==> src/rtl/gate_bist_pkg.sv <==
// Shared types and constants for the gate BIST controller slice.
// Holds the sequencer state encoding, 2-input truth-table constants and
// small helpers that size the settle counter from the SETTLE parameter.
package gate_bist_pkg;

  typedef enum logic [1:0] {
    IDLE   = 2'd0,
    WAIT   = 2'd1,
    SAMPLE = 2'd2,
    DONE   = 2'd3
  } state_t;

  // Bit i of each table is the expected gate output for input vector i,
  // with vec[1] = A and vec[0] = B.
  localparam logic [3:0] AND_TT  = 4'b1000;
  localparam logic [3:0] OR_TT   = 4'b1110;
  localparam logic [3:0] XOR_TT  = 4'b0110;
  localparam logic [3:0] NAND_TT = 4'b0111;
  localparam logic [3:0] NOR_TT  = 4'b0001;

  // Value loaded into the settle counter so WAIT lasts exactly SETTLE cycles.
  function automatic int settle_load(input int settle);
    return (settle > 0) ? settle - 1 : 0;
  endfunction

  // Counter width able to hold settle_load(); never narrower than one bit.
  function automatic int settle_width(input int settle);
    return (settle > 1) ? $clog2(settle) : 1;
  endfunction

endpackage

==> src/rtl/gate_bist_ctrl_if.sv <==
// Bus between the BIST controller and its surroundings: the start request,
// the vector/response pair shared with the gate under test, and the results.
// Macro GATE_BIST_FAILMAP_EN adds the per-vector fail_map result.
interface gate_bist_ctrl_if #(
  parameter int N_IN = 2
);

  localparam int VEC = 2 ** N_IN;
  localparam int CW  = $clog2(VEC + 1);

  logic            start;
  logic [N_IN-1:0] vec;
  logic            dut_y;
  logic            busy;
  logic            done;
  logic            pass;
  logic [CW-1:0]   err_cnt;
  logic            fail_valid;
  logic [N_IN-1:0] first_fail;
`ifdef GATE_BIST_FAILMAP_EN
  logic [VEC-1:0]  fail_map;
`endif

`ifdef GATE_BIST_FAILMAP_EN
  modport master (
    input  start, dut_y,
    output vec, busy, done, pass, err_cnt, fail_valid, first_fail, fail_map
  );

  modport slave (
    output start, dut_y,
    input  vec, busy, done, pass, err_cnt, fail_valid, first_fail, fail_map
  );
`else
  modport master (
    input  start, dut_y,
    output vec, busy, done, pass, err_cnt, fail_valid, first_fail
  );

  modport slave (
    output start, dut_y,
    input  vec, busy, done, pass, err_cnt, fail_valid, first_fail
  );
`endif

endinterface

==> src/rtl/gate_bist_settle_cnt.sv <==
// Loadable down-counter timing the settle phase between driving a vector
// and sampling the gate output. It holds at zero once it gets there.
module gate_bist_settle_cnt #(
  parameter int W = 1
) (
  input  logic         clk,
  input  logic         rst,
  input  logic         load,
  input  logic         dec,
  input  logic [W-1:0] value,
  output logic         zero
);

  logic [W-1:0] cnt;

  // Load takes priority; otherwise count down while enabled and not yet zero.
  always_ff @(posedge clk) begin
    if (rst) begin
      cnt <= '0;
    end else if (load) begin
      cnt <= value;
    end else if (dec && (cnt != '0)) begin
      cnt <= cnt - 1'b1;
    end
  end

  assign zero = (cnt == '0);

endmodule

==> src/rtl/gate_bist_ctrl.sv <==
// Built-in self-test sequencer for a small combinational gate.
// Walks every input vector, lets the gate settle, samples its output and
// compares it against EXP_TABLE, then reports pass, error count and the
// first failing vector. Macro GATE_BIST_FAILMAP_EN adds a per-vector fail map.
module gate_bist_ctrl
  import gate_bist_pkg::*;
#(
  parameter int                    N_IN      = 2,
  parameter int                    SETTLE    = 1,
  parameter logic [(2**N_IN)-1:0]  EXP_TABLE = AND_TT
) (
  input logic               clk,
  input logic               rst,
  gate_bist_ctrl_if.master  bus
);

  localparam int              VEC       = 2 ** N_IN;
  localparam int              CW        = $clog2(VEC + 1);
  localparam int              CNT_W     = settle_width(SETTLE);
  localparam logic [CNT_W-1:0] LOAD_VAL = CNT_W'(settle_load(SETTLE));
  localparam logic [N_IN-1:0] LAST_VEC  = {N_IN{1'b1}};
  localparam bit              HAS_WAIT  = (SETTLE > 0);

  state_t          state;
  state_t          state_nxt;

  logic            accept;
  logic            sampling;
  logic            finishing;
  logic            cnt_load;
  logic            cnt_dec;
  logic            cnt_zero;
  logic            last_vec;
  logic            mismatch;

  logic [N_IN-1:0] vec_q;
  logic            busy_q;
  logic            done_q;
  logic            pass_q;
  logic [CW-1:0]   err_q;
  logic            fail_valid_q;
  logic [N_IN-1:0] first_fail_q;
`ifdef GATE_BIST_FAILMAP_EN
  logic [VEC-1:0]  fail_map_q;
`endif

  assign last_vec = (vec_q == LAST_VEC);
  assign mismatch = sampling && (bus.dut_y != EXP_TABLE[vec_q]);

  gate_bist_settle_cnt #(
    .W (CNT_W)
  ) u_settle (
    .clk   (clk),
    .rst   (rst),
    .load  (cnt_load),
    .dec   (cnt_dec),
    .value (LOAD_VAL),
    .zero  (cnt_zero)
  );

  // State register.
  always_ff @(posedge clk) begin
    if (rst) begin
      state <= IDLE;
    end else begin
      state <= state_nxt;
    end
  end

  // Next-state logic; a zero settle time skips WAIT entirely.
  always_comb begin
    state_nxt = state;
    case (state)
      IDLE:    if (bus.start) state_nxt = HAS_WAIT ? WAIT : SAMPLE;
      WAIT:    if (cnt_zero) state_nxt = SAMPLE;
      SAMPLE:  begin
        if (last_vec) begin
          state_nxt = DONE;
        end else begin
          state_nxt = HAS_WAIT ? WAIT : SAMPLE;
        end
      end
      DONE:    state_nxt = IDLE;
      default: state_nxt = IDLE;
    endcase
  end

  // Per-state strobes for the datapath and the settle counter.
  always_comb begin
    accept    = 1'b0;
    sampling  = 1'b0;
    finishing = 1'b0;
    cnt_load  = 1'b0;
    cnt_dec   = 1'b0;
    case (state)
      IDLE: begin
        accept   = bus.start;
        cnt_load = bus.start && HAS_WAIT;
      end
      WAIT: begin
        cnt_dec = 1'b1;
      end
      SAMPLE: begin
        sampling = 1'b1;
        cnt_load = HAS_WAIT && !last_vec;
      end
      DONE: begin
        finishing = 1'b1;
      end
      default: begin
        accept = 1'b0;
      end
    endcase
  end

  // Vector counter and result registers; results persist until the next run.
  always_ff @(posedge clk) begin
    if (rst) begin
      vec_q        <= '0;
      busy_q       <= 1'b0;
      done_q       <= 1'b0;
      pass_q       <= 1'b0;
      err_q        <= '0;
      fail_valid_q <= 1'b0;
      first_fail_q <= '0;
`ifdef GATE_BIST_FAILMAP_EN
      fail_map_q   <= '0;
`endif
    end else begin
      if (accept) begin
        vec_q        <= '0;
        busy_q       <= 1'b1;
        done_q       <= 1'b0;
        pass_q       <= 1'b0;
        err_q        <= '0;
        fail_valid_q <= 1'b0;
        first_fail_q <= '0;
`ifdef GATE_BIST_FAILMAP_EN
        fail_map_q   <= '0;
`endif
      end
      if (sampling) begin
        if (mismatch) begin
          err_q <= err_q + 1'b1;
          if (!fail_valid_q) begin
            fail_valid_q <= 1'b1;
            first_fail_q <= vec_q;
          end
`ifdef GATE_BIST_FAILMAP_EN
          fail_map_q[vec_q] <= 1'b1;
`endif
        end
        if (!last_vec) begin
          vec_q <= vec_q + 1'b1;
        end
      end
      if (finishing) begin
        busy_q <= 1'b0;
        done_q <= 1'b1;
        pass_q <= (err_q == '0);
        vec_q  <= '0;
      end
    end
  end

  assign bus.vec        = vec_q;
  assign bus.busy       = busy_q;
  assign bus.done       = done_q;
  assign bus.pass       = pass_q;
  assign bus.err_cnt    = err_q;
  assign bus.fail_valid = fail_valid_q;
  assign bus.first_fail = first_fail_q;
`ifdef GATE_BIST_FAILMAP_EN
  assign bus.fail_map   = fail_map_q;
`endif

endmodule
==> src/flat_wrapper.sv <==
// flat-port wrapper written by rule: the top's interface ports become plain ports
module gate_bist_ctrl_flat import gate_bist_pkg::*;
#(
  parameter int                    N_IN      = 2,
  parameter int                    SETTLE    = 1,
  parameter logic [(2**N_IN)-1:0]  EXP_TABLE = AND_TT
)
  (clk, rst, bus_start, bus_dut_y, bus_vec, bus_busy, bus_done, bus_pass, bus_err_cnt, bus_fail_valid, bus_first_fail);
  gate_bist_ctrl_if #(.N_IN(N_IN)) bus_i ();
  input logic clk;
  input logic rst;
  input wire logic [$bits(bus_i.start)-1:0] bus_start;
  input wire logic [$bits(bus_i.dut_y)-1:0] bus_dut_y;
  output wire logic [$bits(bus_i.vec)-1:0] bus_vec;
  output wire logic [$bits(bus_i.busy)-1:0] bus_busy;
  output wire logic [$bits(bus_i.done)-1:0] bus_done;
  output wire logic [$bits(bus_i.pass)-1:0] bus_pass;
  output wire logic [$bits(bus_i.err_cnt)-1:0] bus_err_cnt;
  output wire logic [$bits(bus_i.fail_valid)-1:0] bus_fail_valid;
  output wire logic [$bits(bus_i.first_fail)-1:0] bus_first_fail;
  assign bus_i.start = bus_start;
  assign bus_i.dut_y = bus_dut_y;
  assign bus_vec = bus_i.vec;
  assign bus_busy = bus_i.busy;
  assign bus_done = bus_i.done;
  assign bus_pass = bus_i.pass;
  assign bus_err_cnt = bus_i.err_cnt;
  assign bus_fail_valid = bus_i.fail_valid;
  assign bus_first_fail = bus_i.first_fail;
  gate_bist_ctrl #(.N_IN(N_IN), .SETTLE(SETTLE), .EXP_TABLE(EXP_TABLE)) u_core (.clk(clk), .rst(rst), .bus(bus_i));
endmodule
==> config.mk <==
export PLATFORM = sky130hd
export DESIGN_NAME = gate_bist_ctrl_flat
export DESIGN_NICKNAME = d
export VERILOG_FILES = /design/src/rtl/gate_bist_pkg.sv /design/src/rtl/gate_bist_ctrl_if.sv /design/src/rtl/gate_bist_settle_cnt.sv /design/src/rtl/gate_bist_ctrl.sv /design/src/flat_wrapper.sv
export SDC_FILE = /design/constraint.sdc
export NUM_CORES = 1
export LEC_CHECK = 0
export BUFFER_PORTS_ARGS = -buffer_cell sky130_fd_sc_hd__buf_2
export CORE_MARGIN = 10
export CORE_UTILIZATION = 51
export DETAILED_ROUTE_END_ITERATION = 10
export GPL_TIMING_DRIVEN = 0
export HOLD_SLACK_MARGIN = 0.02
export PLACE_DENSITY_LB_ADDON = 0.25
export SLEW_MARGIN = 20
export SYNTH_ARGS = -nofsm -noshare
export SYNTH_HDL_FRONTEND = slang
export SYNTH_HIERARCHICAL = 1
export SYNTH_SLANG_ARGS = --single-unit
==> constraint.sdc <==
create_clock -name clk -period 2.3 [get_ports clk]
set_input_delay 0.23 -clock clk [delete_from_list [all_inputs] [get_ports clk]]
set_output_delay 0.23 -clock clk [all_outputs]
set_load 0.005 [all_outputs]
==> results of run 1 <==
cells by family (layout without fill, tap and decap cells):
kind of cell / after synthesis / after routing / share of synthesized area [%]
simple gates: 28 / 28 / 23.45
compound gates: 20 / 20 / 17.59
flops: 14 / 14 / 38.62
buf+inv: 9 / 26 / 5.862
fa+ha+maj: 3 / 3 / 5.173
xor+xnor: 3 / 3 / 4.656
mux: 2 / 2 / 4.138
other cells: 1 / 1 / 0.5167
worst max path at each step:
stage / depth (start not counted) / end / slack (ps) / from
after floorplan: 5 / u_core/bus.first_fail[0]$_SDFF_PP0_ / 680 / u_core/bus.vec[0]$_SDFF_PP0_
after global placement: 5 / u_core/bus.first_fail[0]$_SDFF_PP0_ / 630 / u_core/bus.vec[0]$_SDFF_PP0_
after detailed placement: 5 / u_core/bus.first_fail[1]$_SDFF_PP0_ / 600 / u_core/bus.vec[0]$_SDFF_PP0_
after CTS: 5 / u_core/bus.first_fail[1]$_SDFF_PP0_ / 590 / u_core/bus.vec[0]$_SDFF_PP0_
after global routing: 5 / u_core/bus.first_fail[0]$_SDFF_PP0_ / 530 / u_core/bus.vec[0]$_SDFF_PP0_
final: 5 / u_core/bus.first_fail[1]$_SDFF_PP0_ / 590 / u_core/bus.vec[0]$_SDFF_PP0_
state kept, by name, summed over array words and instances (netlist names):
signal	cells
u_core/bus.done	1
u_core/bus.vec	2
u_core/bus.first_fail	2
u_core/bus.pass	1
u_core/state	2
u_core/bus.fail_valid	1
u_core/u_settle/cnt	1
u_core/bus.busy	1
u_core/bus.err_cnt	3
metal layers:
metal / track usage (%) / part of all wire (%) / vias to the layer above
met1: 10.07 / 47 / 275
met5: 0 / 0 / -
met3: 5.011 / 8.1 / 2
li1: - / - / 312
met4: 2.013 / 0.57 / 0
met2: 14.26 / 44 / 13
area by class of cell:
class | count | share of cell area, %
plain buffers | 4 | 2.840
well taps | 15 | 2.242
multi-input cells | 57 | 48.13
clock buffers | 3 | 2.691
inverters | 5 | 2.242
flip-flops and latches | 14 | 33.48
repair buffers | 14 | 8.371
cell usage in the layout, fill, tap and decap left out, types with 2 or more instances in the layout:
cell type  instances
a21oi_1           10
a32oi_1            2
and2b_2            2
buf_2             15
clkbuf_1           2
clkbuf_4           3
dfxtp_1           14
ha_1               3
inv_1              5
mux2_4             2
nand2_1            2
nand2b_1           3
nand3_1            2
nand3b_1           2
nor2_1             6
nor2b_1            4
nor3b_1            3
o21ai_0            4
where the power goes:
part / total, mW / internal, mW / switching (mW)
logic: 0.0569 / 0.0236 / 0.0333
clock network: 0.130 / 0.0605 / 0.0699
registers: 0.254 / 0.250 / 0.00471
total: 0.442 / 0.334 / 0.108
worst max-delay path, delay by kind of cell, from the launching register on:
| kind | cells | cell delay [ps] |
|---|---|---|
| buf+inv | 1 | 140 |
| simple gates | 1 | 410 |
| mux | 1 | 300 |
| xor+xnor | 1 | 170 |
| fa+ha+maj | 1 | 220 |
| flops | 1 | 360 |
==> results.md, run 1 <==
- The flow ran to the end, and the final reports show no timing, DRC or antenna violations.
- The number of setup buffers added after CTS is 0.
- The number of cells on the worst reg-to-reg path is 5.
- For this run, the post-layout net count is 106.
- After the first detailed-routing iteration, the DRC count stood at 11.
- The reported leakage power is 0.3608 nW.
- The final-report setup violation count is 0.
- Of all nets on the critical path, the largest fanout is 7.
- Routability-driven placement finished with a final weighted congestion of 0.8028.
- Entering global routing, the biggest net connects 11 pins.
- The cell with the biggest individual delay on the critical path is or3_4.
- The total power density per cell area is 527.5 mW/mm^2.
- The number of placed instances, taps included, is 109.
- The sort of element at the start of the critical path is a flip-flop.
- The CTS H-tree depth is 1.
- The tree is rooted in a clkbuf_4.
- The final core utilization is 63.53%.
- For this configuration, the core starts out at a cell density of 55.08%.
- The delay of the slowest critical-path stage is 410 ps.
- After detailed placement, the total cell area comes to 814.5 um^2.
- The register area is 280.3 um^2.
- In this run, post-CTS repair resized a total of 0 instances.
- In this run the critical register-to-register path is captured at u_core/bus.first_fail[1]$_SDFF_PP0_.
- The most used flip-flop cell after synthesis is dfxtp_1.
- After synthesis, flip-flops and latches occupy 38.62% of the total area.
- After synthesis, the share of flip-flops with an asynchronous set or reset is 0%.
- At the worst endpoint, the required time is 2460 ps.
- The number of antenna-violating nets in the routed design is 0.
- The initial antenna violation count is 0.
- After detailed routing, the average wire length per cell comes to 12.52 um.
- Counting every net in the synthesized netlist gives 87.
- The beginning of the worst hold path is rst.
- The number of buffers added by the clock tree synthesis step is 3.
- The post-route cell area is 837.1 um^2.
- The worst slack at placement is 597.4 ps.
- The TritonCTS sink count is 14.
- In the routed design, unresolved DRC markers number 0.
- The core region is 0.001318 mm^2.
- The final-report hold violation count came to 0.
- The max-capacitance violation count is 0.
- After synthesis, the cell types taking the most area are dfxtp_1, a21oi_1, ha_1.
- The portion of the clock cycle consumed by the worst path in the final layout is 74.30%.
- dfxtp_1 takes more of the synthesized area than any other cell.
- The maximum achievable frequency is 0.5852 GHz.
- The worst min-delay path endpoint is u_core/u_settle/cnt$_SDFFE_PP0P_.
- The commonest cells after synthesis are dfxtp_1, a21oi_1, nor2_1, inv_1.
- Port buffering added 14 buffers.
- The arrival time at the worst endpoint is 1870 ps.
- The floorplan die area is 0.003332 mm^2.
- Clock-pin slew was measured on the worst setup and hold paths at 80 ps.
- Of the cells placed in the final design, the portion with a size suffix greater than 1 is 28.87%.
- 15 I/O pins were placed.
- The distinct cell type count of the synthesized netlist is 30.
- Setup total negative slack on the finished layout was measured at 0 ps.
- The layout has 124 filler cells.
- Detailed routing inserted a total of 602 vias.
- Global routing consumed, over all layers together, 8.924% of the routing resources.
- The post-route minimum period is 1709 ps.
- The number of global-route vias before repair is 578.
- The count of antenna diodes in the layout is 0.
- The worst-case register-to-register setup slack is 590 ps.
- The maximum clock skew at final layout is 1.094 ps.
- The average cell area after synthesis is 9.071 um^2.
- Global routing finished with a remaining overflow of 0.
- The count of final max-slew check failures is 0.
- Clock latency on the worst-skew pair, taken at its later pin, is 270 ps.
- The TritonCTS clock tree is done.
- The mapped netlist covers 725.7 um^2.
- The number of cells traversed by the worst hold path is 2.
- The flip-flop and latch count after synthesis is 14.
- The count of non-filler cells in the finished layout is 112.
- The horizontal die dimension is 57.72 um.
- The worst setup path category is flip-flop to flip-flop.
- Buffers inserted to repair hold after CTS numbered 0.
- For this run, the number of Yosys warnings is 6.
- The first detailed-routing pass ran for 4 iterations.
- Synthesis produced a netlist whose cell count is 80.
- Once routing completed, OpenROAD measured the worst setup slack at 591.2 ps.
- The first global-routing pass estimated 2.490 mm of wire.
- The clock passes through at most 2 buffers.
- The HPWL after detailed placement is 1.074 mm.
- Walking the worst path, the cells encountered are ha_1, buf_6, xnor2_2, or3_4, mux2_4.
- The final wirelength is 1.402 mm.
- The total area of multi-input combinational cells is 402.9 um^2.
- The worst setup path is captured at a flip-flop.
- VDD sags by at most 0.2840 mV.
- Power comes to 0.4416 mW.
- Measured along the y axis, the die boundary spans 57.72 um.
- Relative to the synthesized area, the layout overhead comes to 15.34%.
- The final hold slack is 209.9 ps.
- The number of synthesized flops with an enable pin is 0.
- The startpoint identified for the worst register-to-register timing path is u_core/bus.vec[0]$_SDFF_PP0_.
- After synthesis, the largest area contributor takes up 38.62% of total cell area.
- The most repeated cell in the gate-level netlist after synthesis is dfxtp_1.
- Setup repair after global routing left no endpoint under its margin.
- The number of placement rows is 13.
- Dividing the detail-routed via count by the number of cells gives 5.375.
- The path class of the tightest hold or removal check is input pin to flip-flop.
Note: power is estimated with default switching activity, not from simulation.
==> run 2: changes to the inputs <==
- CORE_UTILIZATION: 51 -> 46
- clock period: 2.3 -> 1.4 ns (I/O delays scaled with it)
==> run 2 against run 1 <==
The run now ends with negative setup slack left. Global-route usage grew 2.3 points. Core utilization shrank 1.6 points. Highest routed layer unchanged. Sequential share of layout area fell by 2.7 points.
==> results.md, run 2 (synthesis gave the netlist of run 1 again) <==
- The run finished, with violations left.
- The final reports fail on negative setup slack.
- The buffer depth of the longest clock path came to 2 (unchanged).
- The cell sitting at the root of the clock tree is a clkbuf_4.
- TritonCTS built the clock tree.
- The share of post-route cells with drive strength above 1 is 40.78% (+12 points).
- The number of flip-flops under the largest register name was 3 (unchanged).
- The total number of nets in the final design was 112 (+5.7%).
- The first-pass iteration count of the detailed router is 4 (unchanged).
- The fill cell instance count of the final layout is 135 (+8.9%).
- The maximum clock skew at final layout is 0.3178 ps (-0.7759 ps).
- The count of final max-slew check failures is 0 (unchanged).
- The switching portion of total power was 26.20% (+1.8 points).
- The critical path goes through ha_4, xnor2_4, or3_4, mux2_4.
- The met3 routed wirelength came to 127 um (+11%).
- The worst setup path is captured at a flip-flop.
- The clock input transition at the sequential cells of the worst setup and hold paths is 80 ps (about the same).
- The via count came to 646 (+7.3%).
- The number of hold buffers added after cts is 0 (unchanged).
- The worst setup path is launched from a flip-flop.
- The reported net switching power is 0.1988 mW (+84%).
- The peak supply drop came to 0.6260 mV (+120%).
- The starting density of the core came to 48.17% (-6.9 points).
- The most common library cell in the layout ignoring fill and taps is buf_2.
- The latest clock arrival within the worst-skew pair is 280 ps (about the same).
- The kind of cell with the highest combined delay along the critical path is flip-flops.
- The wire length of the first global-routing pass came to 3.001 mm (+21%).
- The number of placement rows is 14 (+1).
- The overflow left after global routing is 0 (unchanged).
- The total power density per cell area is 813.2 mW/mm^2 (+54%).
- The post-route minimum period is 1435 ps (-273.5 ps).
- The met1 wire length is 736 um (+12%).
- Setup repair after global routing could not meet its margin everywhere.
- The delay of the slowest critical-path stage is 360 ps (-50 ps).
- The cell area after placement is 842.1 um^2 (+3.4%).
- The internal power contribution is 0.5602 mW (+68%).
- The final-report hold violation count is 0 (unchanged).
- The initial antenna violation count was 0 (unchanged).
- The count of buffer and inverter cells on the critical path was 0 (-1).
- The final-report setup violation count is 2 (+2).
- The vertical die dimension is 59.72 um (+3.5%).
- The average wire per standard cell is 14.83 um (+18%).
- The combinational fraction of design power is 15.8% (+2.9 points).
- The number of global-route vias before repair was 649 (+12%).
- The final wirelength is 1.765 mm (+26%).
- The number of port buffers is 14 (unchanged).
- The HPWL after detailed placement is 1.291 mm (+20%).
- The horizontal die dimension came to 59.72 um (+3.5%).
- The portion of the clock cycle consumed by the worst path in the final layout is 102.5% (+28 points).
- The setup slack of the critical path after layout came to -35.34 ps (-626.5 ps).
- The floorplan die area was 0.003566 mm^2 (+7.1%).
- The met2 wire length is 863 um (+39%).
- The critical path is of the flip-flop to flip-flop type.
- The library cells used most frequently in the layout, excluding fill and tap cells, are buf_2, dfxtp_1, a21oi_1, buf_4.
- The largest net degree at the start of global routing is 11 (unchanged).
- The clock power share came to 29.5% (about the same).
- The number of antenna-violating nets in the routed design was 0 (unchanged).
- Among all stages on the critical path, the largest delay is contributed by dfxtp_4.
- In this run the worst hold path is classified as input pin to flip-flop.
- The final hold slack is 133.7 ps (-76.18 ps).
- The maximum achievable frequency was 0.6967 GHz (+19%).
- The total routing usage reported by global routing was 11.24% (+2.3 points).
- Relative to the synthesized area, the layout overhead comes to 28.62%.
- In this run the top signal layer used is met4.
- The maximum fanout count along the critical path is 4 (-3).
- The count of antenna diodes in the layout is 0 (unchanged).
- The max-capacitance violation count was 0 (unchanged).
- The post-route cell area is 933.4 um^2 (+12%).
- The TritonCTS sink count is 14 (unchanged).
- The DRC marker count from the first detailed-route iteration is 11 (unchanged).
- The reported leakage power was 0.3976 nW (+10%).
- The number of buffers added by the clock tree synthesis step came to 3 (unchanged).
- The arrival time at the worst endpoint is 1610 ps (-260 ps).
- The standard cell core area was 0.001506 mm^2 (+14%).
- The post-route DRC violation count was 0 (unchanged).
- The CTS H-tree depth is 1 (unchanged).
- The final weighted congestion of routability-driven global placement came to 0.7713 (-3.9%).
- The per-cell via count in the routed design is 5.429 (+1.0%).
- The boundary pin count is 15 (unchanged).
- The required time of the worst setup path was 1570 ps (-890 ps).
- The sequential fraction of design power is 54.7% (-2.9 points).
[run 2: cell types whose count changed in the layout (fill, tap and decap cells not counted), moves of 2 or more]
cell,delta
dfxtp_1,-2
buf_4,+7
a21oi_1,-2
a21oi_2,+2
dfxtp_4,+2
[run 2: power by group through the flow]
| stage | Sequential (mW) | Combinational [mW] | Clock, mW |
|---|---|---|---|
| after floorplan | 0.428 | 0.0667 | 0 |
| after global placement | 0.428 | 0.0959 | 0 |
| after detailed placement | 0.428 | 0.0996 | 0 |
| after CTS | 0.415 | 0.116 | 0.236 |
| after global routing | 0.417 | 0.133 | 0.257 |
| final | 0.415 | 0.120 | 0.224 |
[run 2: per-layer routing]
layer | vias to the layer above | global-route usage (%)
met1 | 292 | 11.69
met5 | - | 0
met4 | 0 | 7.692
met2 | 27 | 18.38
met3 | 4 | 4.025
li1 | 323 | -
[run 2: worst paths after layout]
path | to | cells after the start | start | slack (ps)
setup / recovery | u_core/bus.first_fail[1]$_SDFF_PP0_ | 4 | u_core/bus.vec[0]$_SDFF_PP0_ | -40
hold / removal | u_core/u_settle/cnt$_SDFFE_PP0P_ | 2 | rst | 130
setup reg to reg | u_core/bus.first_fail[1]$_SDFF_PP0_ | 4 | u_core/bus.vec[0]$_SDFF_PP0_ | -40
hold reg to reg | u_core/bus.done$_SDFFE_PP0P_ | 2 | u_core/bus.done$_SDFFE_PP0P_ | 480
[run 2: timing repair]
| item | in CTS | in global routing |
|---|---|---|
| setup buffers | 6 | 1 |
| setup endpoints to repair | 4 | 11 |
| resized for setup | 7 | 3 |
| pin swaps | 6 | 4 |
[run 2: layout make-up]
| cell class | count | area [um^2] | share of cell area (%) |
|---|---|---|---|
| buffer | 3 | 16.27 | 1.743 |
| clock buffer | 3 | 22.52 | 2.413 |
| inverter | 5 | 18.77 | 2.011 |
| multi-input combinational | 57 | 445.4 | 47.72 |
| sequential | 14 | 287.8 | 30.83 |
| tap | 16 | 20.02 | 2.145 |
| timing repair buffer | 21 | 122.6 | 13.14 |
[run 2: per-stage QoR]
step	power (mW)	instances	TNS, ps	setup WS, ps	utilization, %
after floorplan	0.4944	80	-204.5	-102.3	-
after global placement	0.5235	110	-330.3	-147.5	55.90
after detailed placement	0.5280	110	-494.7	-160.1	55.90
after CTS	0.7676	118	-205.9	-101.7	61.21
after global routing	0.8066	119	-135.9	-66.63	61.96
final	0.7591	119	-70.53	-35.34	61.96
==> run 3: changes to the inputs <==
- CORE_UTILIZATION: 46 -> 30
==> run 3 against run 2 <==
The flow still finishes with violations (negative setup slack). Combinational power about the same. Flip-flop and latch count stayed put. Worst setup slack worse by 13 ps. Die area rose by 34%. Fmax is 0.93% lower. Register-to-register slack hardly changed. Core utilization is 19 points lower. Clock skew increased by 12 ps. Sequential share of layout area decreased by 1.3 points. Clock power increased by 31%.
==> results.md, run 3 (synthesis gave the netlist of run 1 again) <==
- The final weighted congestion of routability-driven global placement is 0.7383 (-4.3%).
- TritonCTS built the clock tree.
- The final hold slack is 89.89 ps (-43.80 ps).
- The number of placement rows is 17 (+3).
- The maximum clock skew at final layout came to 11.87 ps (+11.55 ps).
- The share of post-route cells with drive strength above 1 was 42.31% (+1.5 points).
- The post-route cell area is 973.4 um^2 (+4.3%).
- The post-route DRC violation count was 0 (unchanged).
- The fill cell instance count of the final layout came to 256 (+90%).
- The internal power contribution came to 0.6175 mW (+10%).
- The area overhead of the layout relative to synthesis is 34.14%.
- The maximum achievable frequency is 0.6903 GHz (-0.93%).
- The setup path with the least slack is of type flip-flop to flip-flop.
- The tree is rooted in a clkbuf_4.
- The final reports fail on negative setup slack.
- The floorplan die area was 0.004787 mm^2 (+34%).
- The largest net degree at the start of global routing was 11 (unchanged).
- The number of placed instances with taps included is 122 (+11%).
- The met1 wire length is 817 um (+11%).
- The CTS H-tree depth is 1 (unchanged).
- Setup repair after global routing could not meet its margin everywhere.
- The via count is 635 (-1.7%).
- The total number of nets in the final design was 112 (unchanged).
- Leaving out fill and tap cells, the most frequent cells in the layout are buf_2, dfxtp_1, a21oi_1.
- The overflow left after global routing is 0 (unchanged).
- The met3 routed wirelength is 118 um (-7.1%).
- The number of hold buffers added after cts is 0 (unchanged).
- The most common library cell in the layout ignoring fill and taps is buf_2.
- The average wire per standard cell is 13.32 um (-10%).
- The clock power share is 35.6% (+6.1 points).
- The reported net switching power is 0.2100 mW (+5.6%).
- The post-route minimum period is 1449 ps (+13.41 ps).
- The number of flip-flops under the largest register name was 3 (unchanged).
- The clock input transition at the sequential cells of the worst setup and hold paths is 90 ps (about the same).
- The met2 wire length came to 813 um (-5.8%).
- The reported leakage power is 0.4078 nW (+2.6%).
- The count of final max-slew check failures came to 0 (unchanged).
- The count of antenna diodes in the layout is 0 (unchanged).
- The register area is 287.8 um^2 (unchanged).
- The total routing usage reported by global routing came to 7.412% (-3.8 points).
- The buffer depth of the longest clock path is 2 (unchanged).
- After detailed routing, no signal wire sits above met4.
- The starting density of the core came to 32.19% (-16 points).
- The initial antenna violation count is 0 (unchanged).
- The horizontal die dimension came to 69.19 um (+16%).
- The final-report setup violation count is 2 (unchanged).
- The combinational fraction of design power is 14.3% (-1.5 points).
- The tightest min-delay check is of the input pin to flip-flop type.
- The total area of multi-input combinational cells came to 451.7 um^2 (+1.4%).
- The HPWL after detailed placement is 1.204 mm (-6.7%).
- The number of buffers added by the clock tree synthesis step was 3 (unchanged).
- The peak supply drop came to 0.6054 mV (-3.3%).
- The critical path goes through ha_4, xnor2_4, or3_4, mux2_4.
- The worst slack at placement was -153.9 ps (+6.201 ps).
- The per-cell via count in the routed design is 4.811 (-11%).
- The setup slack of the critical path after layout is -48.74 ps (-13.41 ps).
- The first-pass iteration count of the detailed router is 2 (-2).
- The latest clock arrival within the worst-skew pair is 290 ps (about the same).
- The wire length of the first global-routing pass is 3.042 mm (+1.4%).
- The sequential fraction of design power is 50.2% (-4.5 points).
- STA classifies the critical path startpoint as a flip-flop.
- The standard cell core area came to 0.002255 mm^2 (+50%).
- The flow ran to the end, but the final reports show violations.
- The number of cells on the worst reg-to-reg path is 4 (unchanged).
- The final-report hold violation count came to 0 (unchanged).
- The TritonCTS sink count is 14 (unchanged).
- The portion of the clock cycle consumed by the worst path in the final layout is 103.5% (+0.96 points).
- The switching portion of total power is 25.38% (-0.82 points).
- The number of port buffers is 14 (unchanged).
- The required time of the worst setup path came to 1570 ps (about the same).
- The delay of the slowest critical-path stage is 360 ps (about the same).
- The boundary pin count came to 15 (unchanged).
- The largest individual stage delay along the critical path comes from the cell dfxtp_4.
- The maximum fanout count along the critical path came to 3 (-1).
- The number of antenna-violating nets in the routed design is 0 (unchanged).
- The final core utilization was 43.17% (-19 points).
- The cell area after placement is 857.1 um^2 (+1.8%).
- The final wirelength is 1.758 mm (-0.40%).
- The max-capacitance violation count came to 0 (unchanged).
- The total power density per cell area was 850.0 mW/mm^2 (+4.5%).
- The count of non-filler cells in the finished layout was 132 (+11%).
- The arrival time at the worst endpoint is 1620 ps (about the same).
- The number of cells traversed by the worst hold path was 2 (unchanged).
- The number of global-route vias before repair is 621 (-4.3%).
- The worst setup path is captured at a flip-flop.
- The vertical die dimension is 69.19 um (+16%).
- The DRC marker count from the first detailed-route iteration is 24 (+13).
==> run 3: area by class of cell <==
| class | instances | area share (%) |
|---|---|---|
| buffer | 3 | 1.414 |
| clock buffer | 4 | 3.728 |
| inverter | 5 | 1.928 |
| multi-input combinational | 57 | 46.40 |
| sequential | 14 | 29.56 |
| tap | 28 | 3.599 |
| timing repair buffer | 21 | 13.37 |
==> run 3: repair_timing <==
action / in CTS / in global routing
cloned: 0 / 0
setup endpoints to repair: 7 / 11
setup buffers: 5 / 2
pin swaps: 4 / 4
gates resized for setup: 3 / 9
==> run 3: final timing paths <==
path	start	endpoint	slack, ps
setup reg to reg	u_core/bus.vec[0]$_SDFF_PP0_	u_core/bus.first_fail[0]$_SDFF_PP0_	-50
hold / removal	rst	u_core/u_settle/cnt$_SDFFE_PP0P_	90
setup / recovery	u_core/bus.vec[0]$_SDFF_PP0_	u_core/bus.first_fail[0]$_SDFF_PP0_	-50
hold reg to reg	u_core/bus.done$_SDFFE_PP0P_	u_core/bus.done$_SDFFE_PP0P_	480
==> run 3: layer usage <==
layer / track usage [%] / up-vias
met4: 0.6652 / 0
met5: 0 / -
met3: 4.280 / 2
li1: - / 327
met1: 8.420 / 292
met2: 12.10 / 14
==> run 3: critical path, delay by kind of cell (launching register included) <==
kind | cells | cell delay (ps)
fa+ha+maj | 1 | 180
xor+xnor | 1 | 130
simple gates | 1 | 360
flops | 1 | 360
mux | 1 | 300
==> run 3: through the flow <==
stage	power, mW	setup TNS (ps)
final	0.8275	-96.80
after global routing	0.8758	-305.0
after CTS	0.8261	-252.5
after detailed placement	0.5265	-457.2
after global placement	0.5257	-435.2
after floorplan	0.4944	-204.5
==> run 3: power groups by stage <==
stage          combinational [mW]  sequential [mW]  clock [mW]
2_1_floorplan              0.0667            0.428           0
3_3_place_gp               0.0974            0.428           0
3_5_place_dp               0.0979            0.429           0
4_1_cts                     0.105            0.415       0.306
5_1_grt                     0.130            0.417       0.329
6_report                    0.118            0.415       0.294
